==> config.mk <==
export PLATFORM = sky130hd
export DESIGN_NAME = window_ctrl
export DESIGN_NICKNAME = d
export VERILOG_FILES = /design/src/rtl/window_ctrl.sv
export SDC_FILE = /design/constraint.sdc
export NUM_CORES = 1
export LEC_CHECK = 0
export ABC_AREA = 1
export ABC_CLOCK_PERIOD_IN_PS = 2200
export CAP_MARGIN = 5
export CORE_MARGIN = 5
export CORE_UTILIZATION = 45
export CTS_BUF_LIST = sky130_fd_sc_hd__clkbuf_4 sky130_fd_sc_hd__clkbuf_8
export DETAILED_ROUTE_END_ITERATION = 7
export MAX_ROUTING_LAYER = met4
export PLACE_DENSITY_LB_ADDON = 0.1
export SLEW_MARGIN = 15
export SYNTH_ARGS = -nofsm -noshare
export SYNTH_HDL_FRONTEND = slang
export SYNTH_SLANG_ARGS = --single-unit
==> constraint.sdc <==
create_clock -name clk -period 2.2 [get_ports clk]
set_clock_uncertainty 0.15 [all_clocks]
set_input_delay 0.22 -clock clk [delete_from_list [all_inputs] [get_ports clk]]
set_output_delay 0.22 -clock clk [all_outputs]
set_load 0.01 [all_outputs]
==> src/rtl/window_ctrl.sv <==
// Occupancy-based sequencer for the 3x3 sliding-window line FIFOs (A: row n-1, B: row n-2).
// Optional border reporting is enabled with the WIN_CTRL_BORDER_EN macro.
module window_ctrl #(
  parameter int IMG_W    = 100,
  parameter int IMG_H    = 100,
  parameter int LB_DEPTH = 97
) (
  input  logic                     clk,
  input  logic                     rst,
  input  logic                     en,
  input  logic                     pix_valid,
  output logic                     pix_ready,
  output logic                     fa_wr,
  output logic                     fa_rd,
  output logic                     fb_wr,
  output logic                     fb_rd,
  input  logic                     fa_full,
  input  logic                     fb_full,
  input  logic                     fa_empty,
  input  logic                     fb_empty,
  output logic                     fifo_clr,
  output logic [$clog2(IMG_W)-1:0] col,
  output logic [$clog2(IMG_H)-1:0] row,
  output logic                     win_valid,
  output logic [8:0]               border_mask,
  output logic                     frame_done,
  output logic                     err
);
  localparam int CW = $clog2(IMG_W);
  localparam int RW = $clog2(IMG_H);
  localparam int NW = $clog2(LB_DEPTH + 1);

  // Handshake: a pixel transfers (fire) in any cycle where pix_valid and pix_ready are both high.
  typedef enum logic [1:0] {S_CLEAR, S_IDLE, S_RUN} state_t;

  state_t          state, state_nxt;
  logic [CW-1:0]   in_col;
  logic [RW-1:0]   in_row;
  logic [NW-1:0]   a_cnt, b_cnt;
  logic            fire, a_at_depth, b_at_depth, last_pix, win_d;

  always_ff @(posedge clk) begin
    if (rst) state <= S_CLEAR;
    else     state <= state_nxt;
  end

  always_comb begin
    state_nxt = state;
    case (state)
      S_CLEAR: state_nxt = S_IDLE;
      S_IDLE:  if (en) state_nxt = S_RUN;
      S_RUN:   if (last_pix) state_nxt = S_CLEAR;
      default: state_nxt = S_CLEAR;
    endcase
  end

  always_comb begin
    pix_ready = 1'b0;
    fifo_clr  = 1'b0;
    case (state)
      S_CLEAR: fifo_clr  = 1'b1;
      S_RUN:   pix_ready = 1'b1;
      default: ;
    endcase
  end

  assign fire       = pix_valid & pix_ready;
  assign a_at_depth = (a_cnt == NW'(LB_DEPTH));
  assign b_at_depth = (b_cnt == NW'(LB_DEPTH));
  assign last_pix   = fire && (in_row == RW'(IMG_H - 1)) && (in_col == CW'(IMG_W - 1));

  // A FIFO at its depth streams: each new write is matched by a read, so counters saturate.
  assign fa_wr = fire;
  assign fa_rd = fire & a_at_depth;
  assign fb_wr = fire & a_at_depth;
  assign fb_rd = fire & b_at_depth;

  // in_col/in_row address the next pixel to be accepted; col/row report the last accepted one.
  always_ff @(posedge clk) begin
    if (rst || state == S_CLEAR) begin
      a_cnt  <= '0;
      b_cnt  <= '0;
      in_col <= '0;
      in_row <= '0;
      col    <= '0;
      row    <= '0;
    end else if (fire) begin
      if (!fa_rd)         a_cnt <= a_cnt + 1'b1;
      if (fb_wr && !fb_rd) b_cnt <= b_cnt + 1'b1;
      col <= in_col;
      row <= in_row;
      if (in_col == CW'(IMG_W - 1)) begin
        in_col <= '0;
        in_row <= (in_row == RW'(IMG_H - 1)) ? '0 : in_row + 1'b1;
      end else begin
        in_col <= in_col + 1'b1;
      end
    end
  end

`ifdef WIN_CTRL_BORDER_EN
  logic [8:0] tap_out;

  // Tap o(i+1)(j+1) sits (2-i) rows up and (2-j) columns left of the accepted pixel.
  always_comb begin
    tap_out = '0;
    for (int i = 0; i < 3; i++) begin
      for (int j = 0; j < 3; j++) begin
        tap_out[3*i+j] = (int'(in_row) < 2 - i) || (int'(in_col) < 2 - j);
      end
    end
  end

  assign win_d = 1'b1;

  always_ff @(posedge clk) begin
    if (rst)       border_mask <= '0;
    else if (fire) border_mask <= tap_out;
  end
`else
  assign win_d       = (int'(in_row) >= 2) && (int'(in_col) >= 2);
  assign border_mask = '0;
`endif

  // err survives frame restarts; only rst clears it.
  always_ff @(posedge clk) begin
    if (rst) begin
      win_valid  <= 1'b0;
      frame_done <= 1'b0;
      err        <= 1'b0;
    end else begin
      win_valid  <= fire & win_d;
      frame_done <= last_pix;
      if ((fa_wr && fa_full) || (fa_rd && fa_empty) || (fb_wr && fb_full) || (fb_rd && fb_empty))
        err <= 1'b1;
    end
  end
endmodule
Yosys cells after proc, flatten, opt, wreduce, memory -nomap -nowiden
Cells that the tools add are included.
W data, S select, Z words.
- multiplexer cells: 7
- shift-type cells: 0
- magnitude comparators: 2
- reductions and logical operators: 18
- multipliers: 0
- bitwise gates (word level): 5
- add/sub/neg operators: 4
- div/mod/pow operators: 0
- equal/unequal tests: 8
- operators with widths (operator ; number):
    $add A7 B1 Y7 const B ; 4
    $eq A7 B7 Y1 const B ; 4
    $ge A7 B2 Y1 const B ; 2
    $mux W7 ; 2
    $logic_and A1 B1 Y1 ; 8
    $reduce_and A2 Y1 ; 4
    $pmux W2 S3 ; 1
    $and A1 B1 Y1 ; 4
    $logic_or A1 B1 Y1 ; 4
    $mux W2 ; 2
    $ne A2 B2 Y1 const B ; 2
    $eq A2 B1 Y1 const B ; 1
    $eq A2 B2 Y1 const B ; 1
    $logic_not A2 Y1 ; 1
    $mux W1 ; 2
    $logic_not A1 Y1 ; 1
    $not A1 Y1 ; 1
- word-level logic and storage cells: 54
- bits in latches: 0
- memories kept: 0
- flip-flop bits (word level): 47
- input bits: 8
- memory bits (read-only): 0
- output and inout bits: 32
- RAM bits: 0

Longest topological paths before layout
Gate-level depths: netlist of the first run.
- word-level depth: 8
- mapped depth: 11
- depth with buffers taken out: 10

Worst setup path after synthesis of the first run
No wires, ideal clock.
- path kind: reg-to-output
- start: register a_cnt[0]
- end: output port fb_wr
- setup slack: 0.704 ns
- cell stages (with the launch flop): 8
- path buffers: 2
- required time: 1.830 ns
- arrival time: 1.126 ns
- path through: dfxtp_1 -> ha_1 -> nand2_1 -> inv_1 -> nand3_1 -> nor2_1 -> buf_4 -> buf_4
- longest elaborated chain between the ends: 2
- RTL lines (item ; RTL line ; RTL):
    start, declared ; 39 ; logic [NW-1:0] a_cnt, b_cnt;
    start signal, assigned ; 88 ; if (!fa_rd) a_cnt <= a_cnt + 1'b1;
    $eq A7 B7 Y1 ; 68 ; assign a_at_depth = (a_cnt == NW'(LB_DEPTH));
    $and A1 B1 Y1 ; -- ;
    end, declared ; 15 ; output logic fb_wr,
No other way between the ends.

Final worst setup path of the first run
- start: register a_cnt[1]
- end: output port fa_rd
- longest elaborated chain between the ends: 2
- RTL lines (item ; RTL line ; RTL):
    $eq A7 B7 Y1 ; 68 ;
    $and A1 B1 Y1 ; 74 ; assign fa_rd = fire & a_at_depth;
    end, declared ; 14 ; output logic fa_rd,
No other way between the ends.

==> results_tabular.tex, run 1 <==
\begin{tabular}{lr}
\hline
Metric & Value \\
\hline
\multicolumn{2}{l}{\textbf{Cells and area}} \\
\quad Layout area overhead & 18.7\% \\
\quad Sequential cell area & 942 um2 \\
\quad Multi-input gate area in the final layout & between 1000 and 1500 um2 \\
\quad Number of diodes added for antenna fixing & 0 \\
\quad Net count of the finished layout & 396 \\
\quad Final non-filler cell area & 2830 um2 \\
\quad Fraction of final layout cells sized beyond drive strength 1 & 7.09\% \\
\quad Fillcell total & 544 \\
\multicolumn{2}{l}{\textbf{Critical path}} \\
\quad Crit path capture type & output pin \\
\quad Depth of the worst register-to-register path & 11 \\
\quad Data arrival, critical path & 1.60 ns \\
\quad CP required & 1.83 ns \\
\quad Cell with the most instances on the worst path & sky130\_fd\_sc\_hd\_\_inv\_1 \\
\quad Kind of critical path & reg2out \\
\quad Internal reg-to-reg setup slack & 0.43 ns \\
\quad Worst Path Buf+Inv & 4 \\
\quad Worst R2R Start & a\_cnt[1] \\
\quad Kind of cell with the highest combined delay on the critical path & buffers and inverters \\
\quad Crit-path max cell delay & between 0.3 and 0.4 ns \\
\quad Critical path peak fanout & 8 \\
\quad Type of element launching the critical path & flip-flop \\
\quad Worst-path cell chain & inv\_1 > ha\_1 > nand2\_1 > inv\_1 > nand3\_1 > nor2\_1 > buf\_4 > dlygate4sd2\_1 \\
\quad FF-to-FF End & b\_cnt[5] \\
\quad Crit path max-delay cell type & sky130\_fd\_sc\_hd\_\_dfxtp\_1 \\
\multicolumn{2}{l}{\textbf{STA}} \\
\quad Summed negative setup slack over all endpoints & 0 ns \\
\quad Final setup violation count & 0 \\
\quad Max Slew Vio Count & 0 \\
\quad PnR worst setup slack & 0.232 ns \\
\quad Share of the clock period used by the worst path after layout & 89.4\% \\
\quad F\_max & 508 MHz \\
\quad Final Hold Fails & 0 \\
\quad Final hold slack & 0.322 ns \\
\quad Setup repair after global routing missed its margin & false \\
\quad Clock period minus final worst setup slack & 1.97 ns \\
\multicolumn{2}{l}{\textbf{Placed design}} \\
\quad Post-Place Cell Area & 2720 um2 \\
\quad Final RePlAce weighted congestion & 0.843 \\
\quad Post-detailed-placement half-perimeter wirelength & 3810 um \\
\quad Port-buffer cells & 30 \\
\quad Setup Slack @ Placement & 0.132 ns \\
\multicolumn{2}{l}{\textbf{Logic synthesis}} \\
\quad Synth area leaders & sky130\_fd\_sc\_hd\_\_dfxtp\_1 (40\%), sky130\_fd\_sc\_hd\_\_nand2\_1 (14\%), sky130\_fd\_sc\_hd\_\_a21oi\_1 (7.2\%) \\
\quad Top cell type by total area after synthesis & sky130\_fd\_sc\_hd\_\_dfxtp\_1 \\
\quad Syn avg cell area & 6.86 um2 \\
\quad Area share of the leading cell type in the synthesized netlist & between 30\% and 40\% \\
\quad Register area share after synthesis & 39.5\% \\
\quad Number of distinct library cells after synthesis & 26 \\
\quad Flip-flop and latch count after synthesis & between 40 and 50 \\
\quad Count of synthesis-stage warnings from yosys & 0 \\
\quad Cells after Synth & around 350 \\
\quad Cell area after synthesis & 2380 um2 \\
\multicolumn{2}{l}{\textbf{Min path}} \\
\quad Worst hold path startpoint & col[2] \\
\quad Worst hold path cell count & 2 \\
\quad Worst hold-check path type & reg2reg \\
\quad Terminating pin of the worst hold path & col[2] \\
\multicolumn{2}{l}{\textbf{Clock tree}} \\
\quad Insertion delay to the later sink of the worst-skew pair & 0.29 ns \\
\quad Post CTS Setup Buffer Count & 0 \\
\quad Sinks on Clock Net & 47 \\
\quad Htree depth & 2 \\
\quad Root buffer selected by CTS & sky130\_fd\_sc\_hd\_\_clkbuf\_8 \\
\quad Post-CTS resize count & 4 \\
\quad Clock transition at path regs & about 0.080 ns \\
\quad TritonCTS Buffers & 5 \\
\quad TritonCTS clock tree & yes \\
\quad \# hold bufs at CTS & 0 \\
\quad Max Buffers Root-to-Sink & 2 \\
\multicolumn{2}{l}{\textbf{Detailed routing}} \\
\quad Count of nets left with antenna violations after detail routing & 0 \\
\quad Total number of vias & 2142 \\
\quad Total length of routed wires & $\sim$5100 um \\
\quad Drt wl/cell & about 11 um \\
\quad Final routed DRC violation total & 0 \\
\quad Via density per instance & 4.75 \\
\quad Iteration count of the initial detailed-routing pass & 4 \\
\quad 1st-iter DRT viols & 66 \\
\multicolumn{2}{l}{\textbf{Floorplan}} \\
\quad Effective utilization at floorplan & 46.6\% \\
\quad Count of pins on the block boundary & 40 \\
\quad Number of cell rows & 26 \\
\quad Height of the die & 82.7 um \\
\quad DIE AREA & about 6800 um2 \\
\quad Die extent in x & 82.7 um \\
\quad Core Region & 5110 um2 \\
\multicolumn{2}{l}{\textbf{Global routing}} \\
\quad Vias in the first global route & 2012 \\
\quad Final global-route overflow total & 0 \\
\quad Wire length of the first global-routing pass & roughly 9000 um \\
\quad Total global-route track usage & about 17\% \\
\quad Pin count of the biggest net entering global routing & 21 \\
\quad Initial antenna violation count & 0 \\
\multicolumn{2}{l}{\textbf{Power and ir drop}} \\
\quad Total power divided by cell area & between 500 and 600 nW/um2 \\
\quad Sequential Power Share & 56.1\% \\
\quad Relative contribution of the clock network to total power & a little under two fifths \\
\quad VDD IR max & 0.293 mV \\
\quad Net Switching & between 0.0003 and 0.0004 W \\
\quad Combinational group share of total power & 6.4\% \\
\quad Pwr Total & 0.00153 W \\
\quad Switching portion of total power & 23.0\% \\
\quad Internal power & 0.00118 W \\
\quad Leakage Power & approximately 1.1 nW \\
\multicolumn{2}{l}{\textbf{Job}} \\
\quad Max capacitance violation total & 0 \\
\multicolumn{2}{l}{\textbf{Status}} \\
\quad Result of the run & completed \\
\hline
\end{tabular}
[tightest hold or removal path: stages (launching register included)]
cell	delay, ns
sky130_fd_sc_hd__dfxtp_1	0.32
sky130_fd_sc_hd__nand2_1	0.06
sky130_fd_sc_hd__a21oi_1	0.05
[cells by family after synthesis]
kind of cell               count (synthesis)  synth area share, %
buffers and inverters                     63                 12.4
DFF                                       47                 39.5
other                                      1                0.158
and+or+nand+nor                          172                 30.9
AOI/OAI and AO/OA                         50                 10.6
xor gates and xnor gates                   6                 2.21
adders and majority gates                  8                 4.21
[cell type report]
| class | instances | share of cell area [%] |
|---|---|---|
| repair buffers | 38 | 12.6 |
| inverters | 43 | 5.71 |
| clock buffers | 7 | 3.41 |
| clock inverters | 1 | 0.266 |
| well taps | 70 | 3.10 |
| multi-input cells | 245 | 41.5 |
| flip-flops and latches | 47 | 33.3 |
[power by group through the flow]
stage,clock network (W),registers [W],logic [W]
2_1_floorplan,0,0.000882,0.0000664
3_3_place_gp,0,0.000881,0.0000983
3_5_place_dp,0,0.000881,0.0000983
4_1_cts,0.000592,0.000861,0.0000989
5_1_grt,0.000626,0.000863,0.000109
6_report,0.000574,0.000861,0.0000984
[worst max-delay path by stage]
stage	from	endpoint	depth (start not counted)
3_5_place_dp	pix_valid	fa_rd	5
6_report	a_cnt[1]	fa_rd	8
4_1_cts	a_cnt[1]	fa_rd	8
3_3_place_gp	pix_valid	fb_wr	5
2_1_floorplan	a_cnt[0]	fb_wr	7
5_1_grt	a_cnt[1]	fa_rd	8
[cell usage after synthesis, drive strengths merged]
cell and number:
nor4 2, o21ai 15, a21oi 34, or2 1, xnor2 2, nor3 8
nand3 27, nor3b 1, nand4 6, nand2 88, clkbuf 1, ha 8
buf 19, inv 43, nand3b 2, conb 1, dfxtp 47, xor2 4
a31oi 1, nor2 37
[placed cells by master (no fill, tap or decap), types with 2 or more instances in the layout]
cell type                         instances
sky130_fd_sc_hd__clkdlybuf4s50_1         27
sky130_fd_sc_hd__xor2_1                   4
sky130_fd_sc_hd__clkbuf_8                 7
sky130_fd_sc_hd__o21ai_1                  8
sky130_fd_sc_hd__nand2_1                 86
sky130_fd_sc_hd__nor3_1                   8
sky130_fd_sc_hd__inv_2                    5
sky130_fd_sc_hd__nand3b_1                 2
sky130_fd_sc_hd__dfxtp_1                 46
sky130_fd_sc_hd__ha_1                     8
sky130_fd_sc_hd__nor4_1                   2
sky130_fd_sc_hd__dlygate4sd2_1            3
sky130_fd_sc_hd__conb_1                   9
sky130_fd_sc_hd__inv_1                   38
sky130_fd_sc_hd__buf_4                    8
sky130_fd_sc_hd__nand4_1                  6
sky130_fd_sc_hd__nand3_1                 26
sky130_fd_sc_hd__nand2_2                  2
sky130_fd_sc_hd__nor2_1                  36
sky130_fd_sc_hd__o21ai_0                  7
sky130_fd_sc_hd__a21oi_1                 34
sky130_fd_sc_hd__xnor2_1                  2
[registers in the layout (all words and copies together), names as in the netlist]
register and flops:
row 7, col 7, win_valid 1, in_row 7, a_cnt 7, err 1
frame_done 1, in_col 7, state 2, b_cnt 7
[metrics by stage]
stage | util [%] | cells
floorplan | - | 355
global placement | 53.3 | 443
detailed placement | 53.3 | 443
CTS | 55.3 | 451
global route | 55.3 | 451
finish | 55.3 | 451
[metal layers]
layer / GRT usage (%) / vias up / wire length (um)
met5: - / - / 0
met4: 5.88 / 0 / 68
met3: 2.93 / 6 / 206
met2: 28.0 / 37 / 2450
met1: 20.4 / 950 / 2410
li1: - / 1149 / -
No activity file was read; power rests on OpenSTA's default activity.
==> inputs of run 2 (changes only) <==
--- a/config.mk
+++ b/config.mk
@@ -5,11 +5,9 @@
 export SDC_FILE = /design/constraint.sdc
 export NUM_CORES = 1
 export LEC_CHECK = 0
-export ABC_AREA = 1
-export ABC_CLOCK_PERIOD_IN_PS = 2200
 export CAP_MARGIN = 5
 export CORE_MARGIN = 5
-export CORE_UTILIZATION = 45
+export CORE_UTILIZATION = 50
 export CTS_BUF_LIST = sky130_fd_sc_hd__clkbuf_4 sky130_fd_sc_hd__clkbuf_8
 export DETAILED_ROUTE_END_ITERATION = 7
 export MAX_ROUTING_LAYER = met4
==> run 2 against run 1 <==
- core utilization up 8.1 points
- via count decreased by 13%
- total power shrank 3.5%
- die area decreased by 16%
- non-clock buffer count is 13 higher
- combinational power rose by 4%
- synthesized cell count decreased by 25%
- count of clock-buffer cells in the layout unchanged
- critical path depth down 3
- sequential power decreased by 0.5%
- highest routed layer unchanged
==> results_tabular.tex, run 2 <==
\begin{tabular}{lr}
\hline
Metric & Value \\
\hline
\multicolumn{2}{l}{\textbf{Critical path}} \\
\quad Critical path peak fanout & 8 (unchanged) \\
\quad Crit path max-delay cell type & sky130\_fd\_sc\_hd\_\_or4b\_4 (was sky130\_fd\_sc\_hd\_\_dfxtp\_1) \\
\quad Kind of cell with the highest combined delay on the critical path & simple AND/OR/NAND/NOR gates (was buffers and inverters) \\
\quad Kind of critical path & reg2reg (was reg2out) \\
\quad Type of element launching the critical path & flip-flop (unchanged) \\
\quad CP required & 2.28 ns (was 1.83 ns) \\
\quad Crit path capture type & flip-flop (was output pin) \\
\quad Worst path depth & 5 (was 8) \\
\quad Data arrival, critical path & 2.26 ns (was 1.60 ns) \\
\quad Worst Path Buf+Inv & 1 (was 4) \\
\quad Worst-path cell chain & or4b\_4 > or3\_4 > buf\_6 > or4\_4 > a21oi\_2 (was inv\_1 > ha\_1 > nand2\_1 > inv\_1 > nand3\_1 > nor2\_1 > buf\_4 > dlygate4sd2\_1) \\
\quad Crit-path max cell delay & 0.53 ns (was 0.36 ns) \\
\quad Depth of the worst register-to-register path & 5 (was 11) \\
\multicolumn{2}{l}{\textbf{Logic synthesis}} \\
\quad Register area share after synthesis & 43.2\% (was 39.5\%) \\
\quad Most instantiated cells after synthesis & sky130\_fd\_sc\_hd\_\_dfxtp\_1 (47), sky130\_fd\_sc\_hd\_\_nand2\_1 (37), sky130\_fd\_sc\_hd\_\_nor2\_1 (22) (was sky130\_fd\_sc\_hd\_\_nand2\_1 (86), sky130\_fd\_sc\_hd\_\_dfxtp\_1 (47), sky130\_fd\_sc\_hd\_\_inv\_1 (38)) \\
\quad Number of distinct library cells after synthesis & 36 (was 26) \\
\quad Flip-flop and latch count after synthesis & 47 (unchanged) \\
\quad Mux share of post-synthesis cell area & 0.460\% (was 0\%) \\
\quad Most common cell in the synthesized netlist & sky130\_fd\_sc\_hd\_\_dfxtp\_1 (was sky130\_fd\_sc\_hd\_\_nand2\_1) \\
\quad Cells after Synth & 261 (was 347) \\
\quad Leading register cell type out of synthesis & sky130\_fd\_sc\_hd\_\_dfxtp\_1 (unchanged) \\
\quad Area share of fa/ha/maj cells after synthesis & 4.60\% (was 4.21\%) \\
\quad Synthesized-area fraction occupied by xor and xnor cells & 6.84\% (was 2.21\%) \\
\quad Top cell type by total area after synthesis & sky130\_fd\_sc\_hd\_\_dfxtp\_1 (unchanged) \\
\quad Share of synthesized cell area in and, or, nand and nor gates & 28.6\% (was 30.9\%) \\
\quad Count of synthesis-stage warnings from yosys & 0 (unchanged) \\
\quad Main combinational cell family by area after synthesis & simple AND/OR/NAND/NOR gates (unchanged) \\
\quad Post-synth ARST share & 0\% (unchanged) \\
\quad Cell area after synthesis & 2180 um2 (was 2380 um2) \\
\quad Number of flops mapped to enable cells by yosys & 0 (unchanged) \\
\quad Synth area leaders & sky130\_fd\_sc\_hd\_\_dfxtp\_1 (43\%), sky130\_fd\_sc\_hd\_\_nand2\_1 (6.4\%), sky130\_fd\_sc\_hd\_\_xnor2\_1 (4.8\%) (was sky130\_fd\_sc\_hd\_\_dfxtp\_1 (40\%), sky130\_fd\_sc\_hd\_\_nand2\_1 (14\%), sky130\_fd\_sc\_hd\_\_a21oi\_1 (7.2\%)) \\
\quad Area share of the leading cell type in the synthesized netlist & 43.2\% (was 39.5\%) \\
\quad Syn avg cell area & 8.35 um2 (was 6.86 um2) \\
\quad Fraction of the mapped netlist area in compound gates & 8.85\% (was 10.6\%) \\
\multicolumn{2}{l}{\textbf{Min path}} \\
\quad Worst hold path cell count & 2 (unchanged) \\
\quad Worst hold-check path type & reg2reg (unchanged) \\
\multicolumn{2}{l}{\textbf{Global routing}} \\
\quad Pin count of the biggest net entering global routing & 27 (was 21) \\
\quad Met1 demand-to-capacity share in global routing & 21.8\% (was 20.4\%) \\
\quad Vias in the first global route & 1719 (was 2012) \\
\quad Final global-route overflow total & 0 (unchanged) \\
\quad Global-route layer with the greatest usage & met2 (unchanged) \\
\quad Met3 layer usage reported by global route & 3.19\% (was 2.93\%) \\
\quad Initial antenna violation count & 0 (unchanged) \\
\quad Met2 Track Usage GR & 25.4\% (was 28.0\%) \\
\quad Wire length of the first global-routing pass & 7880 um (was 8780 um) \\
\quad Total global-route track usage & 16.8\% (about the same) \\
\multicolumn{2}{l}{\textbf{Floorplan}} \\
\quad Number of cell rows & 24 (was 26) \\
\quad Core Region & 4290 um2 (was 5110 um2) \\
\quad Count of pins on the block boundary & 40 (unchanged) \\
\quad Height of the die & 76.0 um (was 82.7 um) \\
\quad Effective utilization at floorplan & 50.7\% (was 46.6\%) \\
\quad Die extent in x & 76.0 um (was 82.7 um) \\
\quad DIE AREA & 5780 um2 (was 6840 um2) \\
\multicolumn{2}{l}{\textbf{Clock tree}} \\
\quad Max Buffers Root-to-Sink & 2 (unchanged) \\
\quad Insertion delay to the later sink of the worst-skew pair & 0.30 ns (was 0.29 ns) \\
\quad Clock transition at path regs & 0.08 ns (about the same) \\
\quad TritonCTS Buffers & 5 (unchanged) \\
\quad TritonCTS clock tree & yes (unchanged) \\
\quad Root buffer selected by CTS & sky130\_fd\_sc\_hd\_\_clkbuf\_8 (unchanged) \\
\quad Sinks on Clock Net & 47 (unchanged) \\
\quad Htree depth & 2 (unchanged) \\
\multicolumn{2}{l}{\textbf{STA}} \\
\quad Clock period minus final worst setup slack & 2.18 ns (was 1.97 ns) \\
\quad Setup repair after global routing missed its margin & true (was false) \\
\quad Final hold slack & 0.304 ns (was 0.322 ns) \\
\quad Final Hold Fails & 0 (unchanged) \\
\quad Share of the clock period used by the worst path after layout & 99.0\% (was 89.4\%) \\
\quad PnR worst setup slack & 0.0229 ns (was 0.232 ns) \\
\quad Max Slew Vio Count & 0 (unchanged) \\
\quad F\_max & 459 MHz (was 508 MHz) \\
\quad Final setup violation count & 0 (unchanged) \\
\multicolumn{2}{l}{\textbf{Detailed routing}} \\
\quad Total length of routed wires & 4600 um (was 5140 um) \\
\quad Via density per instance & 5.24 (was 4.75) \\
\quad Iteration count of the initial detailed-routing pass & 4 (unchanged) \\
\quad Total number of vias & 1869 (was 2142) \\
\quad 1st-iter DRT viols & 131 (was 66) \\
\quad Drt wl/cell & 12.9 um (was 11.4 um) \\
\quad Final routed DRC violation total & 0 (unchanged) \\
\quad Count of nets left with antenna violations after detail routing & 0 (unchanged) \\
\multicolumn{2}{l}{\textbf{Placed design}} \\
\quad Port-buffer cells & 30 (unchanged) \\
\quad Setup Slack @ Placement & -0.0514 ns (was 0.132 ns) \\
\quad Final RePlAce weighted congestion & 0.869 (was 0.843) \\
\quad Post-detailed-placement half-perimeter wirelength & 3310 um (was 3810 um) \\
\multicolumn{2}{l}{\textbf{Cells and area}} \\
\quad Number of diodes added for antenna fixing & 0 (unchanged) \\
\quad Fraction of final layout cells sized beyond drive strength 1 & 13.4\% (was 7.09\%) \\
\quad Highest-count cells in the layout ignoring fill and taps & sky130\_fd\_sc\_hd\_\_dfxtp\_1 (46), sky130\_fd\_sc\_hd\_\_nand2\_1 (37), sky130\_fd\_sc\_hd\_\_clkdlybuf4s50\_1 (27) (was sky130\_fd\_sc\_hd\_\_nand2\_1 (86), sky130\_fd\_sc\_hd\_\_dfxtp\_1 (46), sky130\_fd\_sc\_hd\_\_inv\_1 (38)) \\
\quad Fillcell total & 394 (was 544) \\
\quad Layout area overhead & 25.0\% (was 18.7\%) \\
\quad Net count of the finished layout & 320 (was 396) \\
\quad Commonest non-fill, non-tap cell in the layout & sky130\_fd\_sc\_hd\_\_dfxtp\_1 (was sky130\_fd\_sc\_hd\_\_nand2\_1) \\
\multicolumn{2}{l}{\textbf{Power and ir drop}} \\
\quad Leakage Power & 0.969 nW (was 1.13 nW) \\
\quad VDD IR max & 0.261 mV (was 0.293 mV) \\
\quad Total power divided by cell area & 543 nW/um2 (about the same) \\
\multicolumn{2}{l}{\textbf{Job}} \\
\quad Max capacitance violation total & 0 (unchanged) \\
\multicolumn{2}{l}{\textbf{Status}} \\
\quad Result of the run & completed (unchanged) \\
\hline
\end{tabular}
## run 2: tightest hold or removal path: stages (launching register included)
cell and delay (ns):
sky130_fd_sc_hd__dfxtp_1 0.31, sky130_fd_sc_hd__nand2_1 0.05, sky130_fd_sc_hd__a21oi_1 0.05
## run 2: per-stage QoR
stage	area [um2]	setup TNS, ns	util, %	std cells	total power (W)
after floorplan	2210	0	-	269	0.000944
after global placement	2600	-0.107	60.5	346	0.000979
after detailed placement	2600	-0.149	60.5	346	0.000979
after CTS	2700	0	62.8	354	0.00150
after global routing	2720	-0.0278	63.4	357	0.00155
final	2720	0	63.4	357	0.00148
## run 2: path summary, 6_finish.rpt
path,slack (ns),end,start
min reg2reg,0.30,col[3],col[3]
max reg2reg,0.02,b_cnt[2],a_cnt[2]
min,0.30,col[3],col[3]
max,0.02,b_cnt[2],a_cnt[2]
## run 2: layout make-up
class                   instances  area, um2  area share [%]
flip-flops and latches         47        942            34.6
clock buffers                   7       83.8            3.08
inverters                       9       33.8            1.24
multi-input cells             190       1130            41.4
well taps                      52       65.1            2.39
repair buffers                 51        467            17.1
clock inverters                 1       5.00           0.184
## run 2: what timing repair did
action / 4_1_cts / 5_1_grt
buffers inserted: 0 / 3
endpoints found under the setup margin: 4 / 6
pin swaps: 2 / 3
hold buffers: 0 / 0
resized for setup: 9 / 7
## run 2: metal layers
metal,routed length (um),share of wire [%]
met1,2220,48
met2,2130,46
met5,0,0
met4,85,1.8
met3,167,3.6
## run 2: report_power, final
part	switching [W]	internal (W)
Combinational	0.0000608	0.0000412
Sequential	0.00000301	0.000854
Clock	0.000273	0.000248
Total	0.000337	0.00114
## run 2: cell families after synthesis
group	Yosys count
simple gates	122
flops	47
compound gates	33
buf+inv	32
xor+xnor	17
fa+ha+maj	8
other cells	1
mux	1
==> inputs of run 3 (changes only) <==
--- a/config.mk
+++ b/config.mk
@@ -12,7 +12,7 @@
 export DETAILED_ROUTE_END_ITERATION = 7
 export MAX_ROUTING_LAYER = met4
 export PLACE_DENSITY_LB_ADDON = 0.1
-export SLEW_MARGIN = 15
+export SLEW_MARGIN = 20
 export SYNTH_ARGS = -nofsm -noshare
 export SYNTH_HDL_FRONTEND = slang
 export SYNTH_SLANG_ARGS = --single-unit
==> results of run 3 <==
Final layout, timing and power as in run 2 (identical DEF).
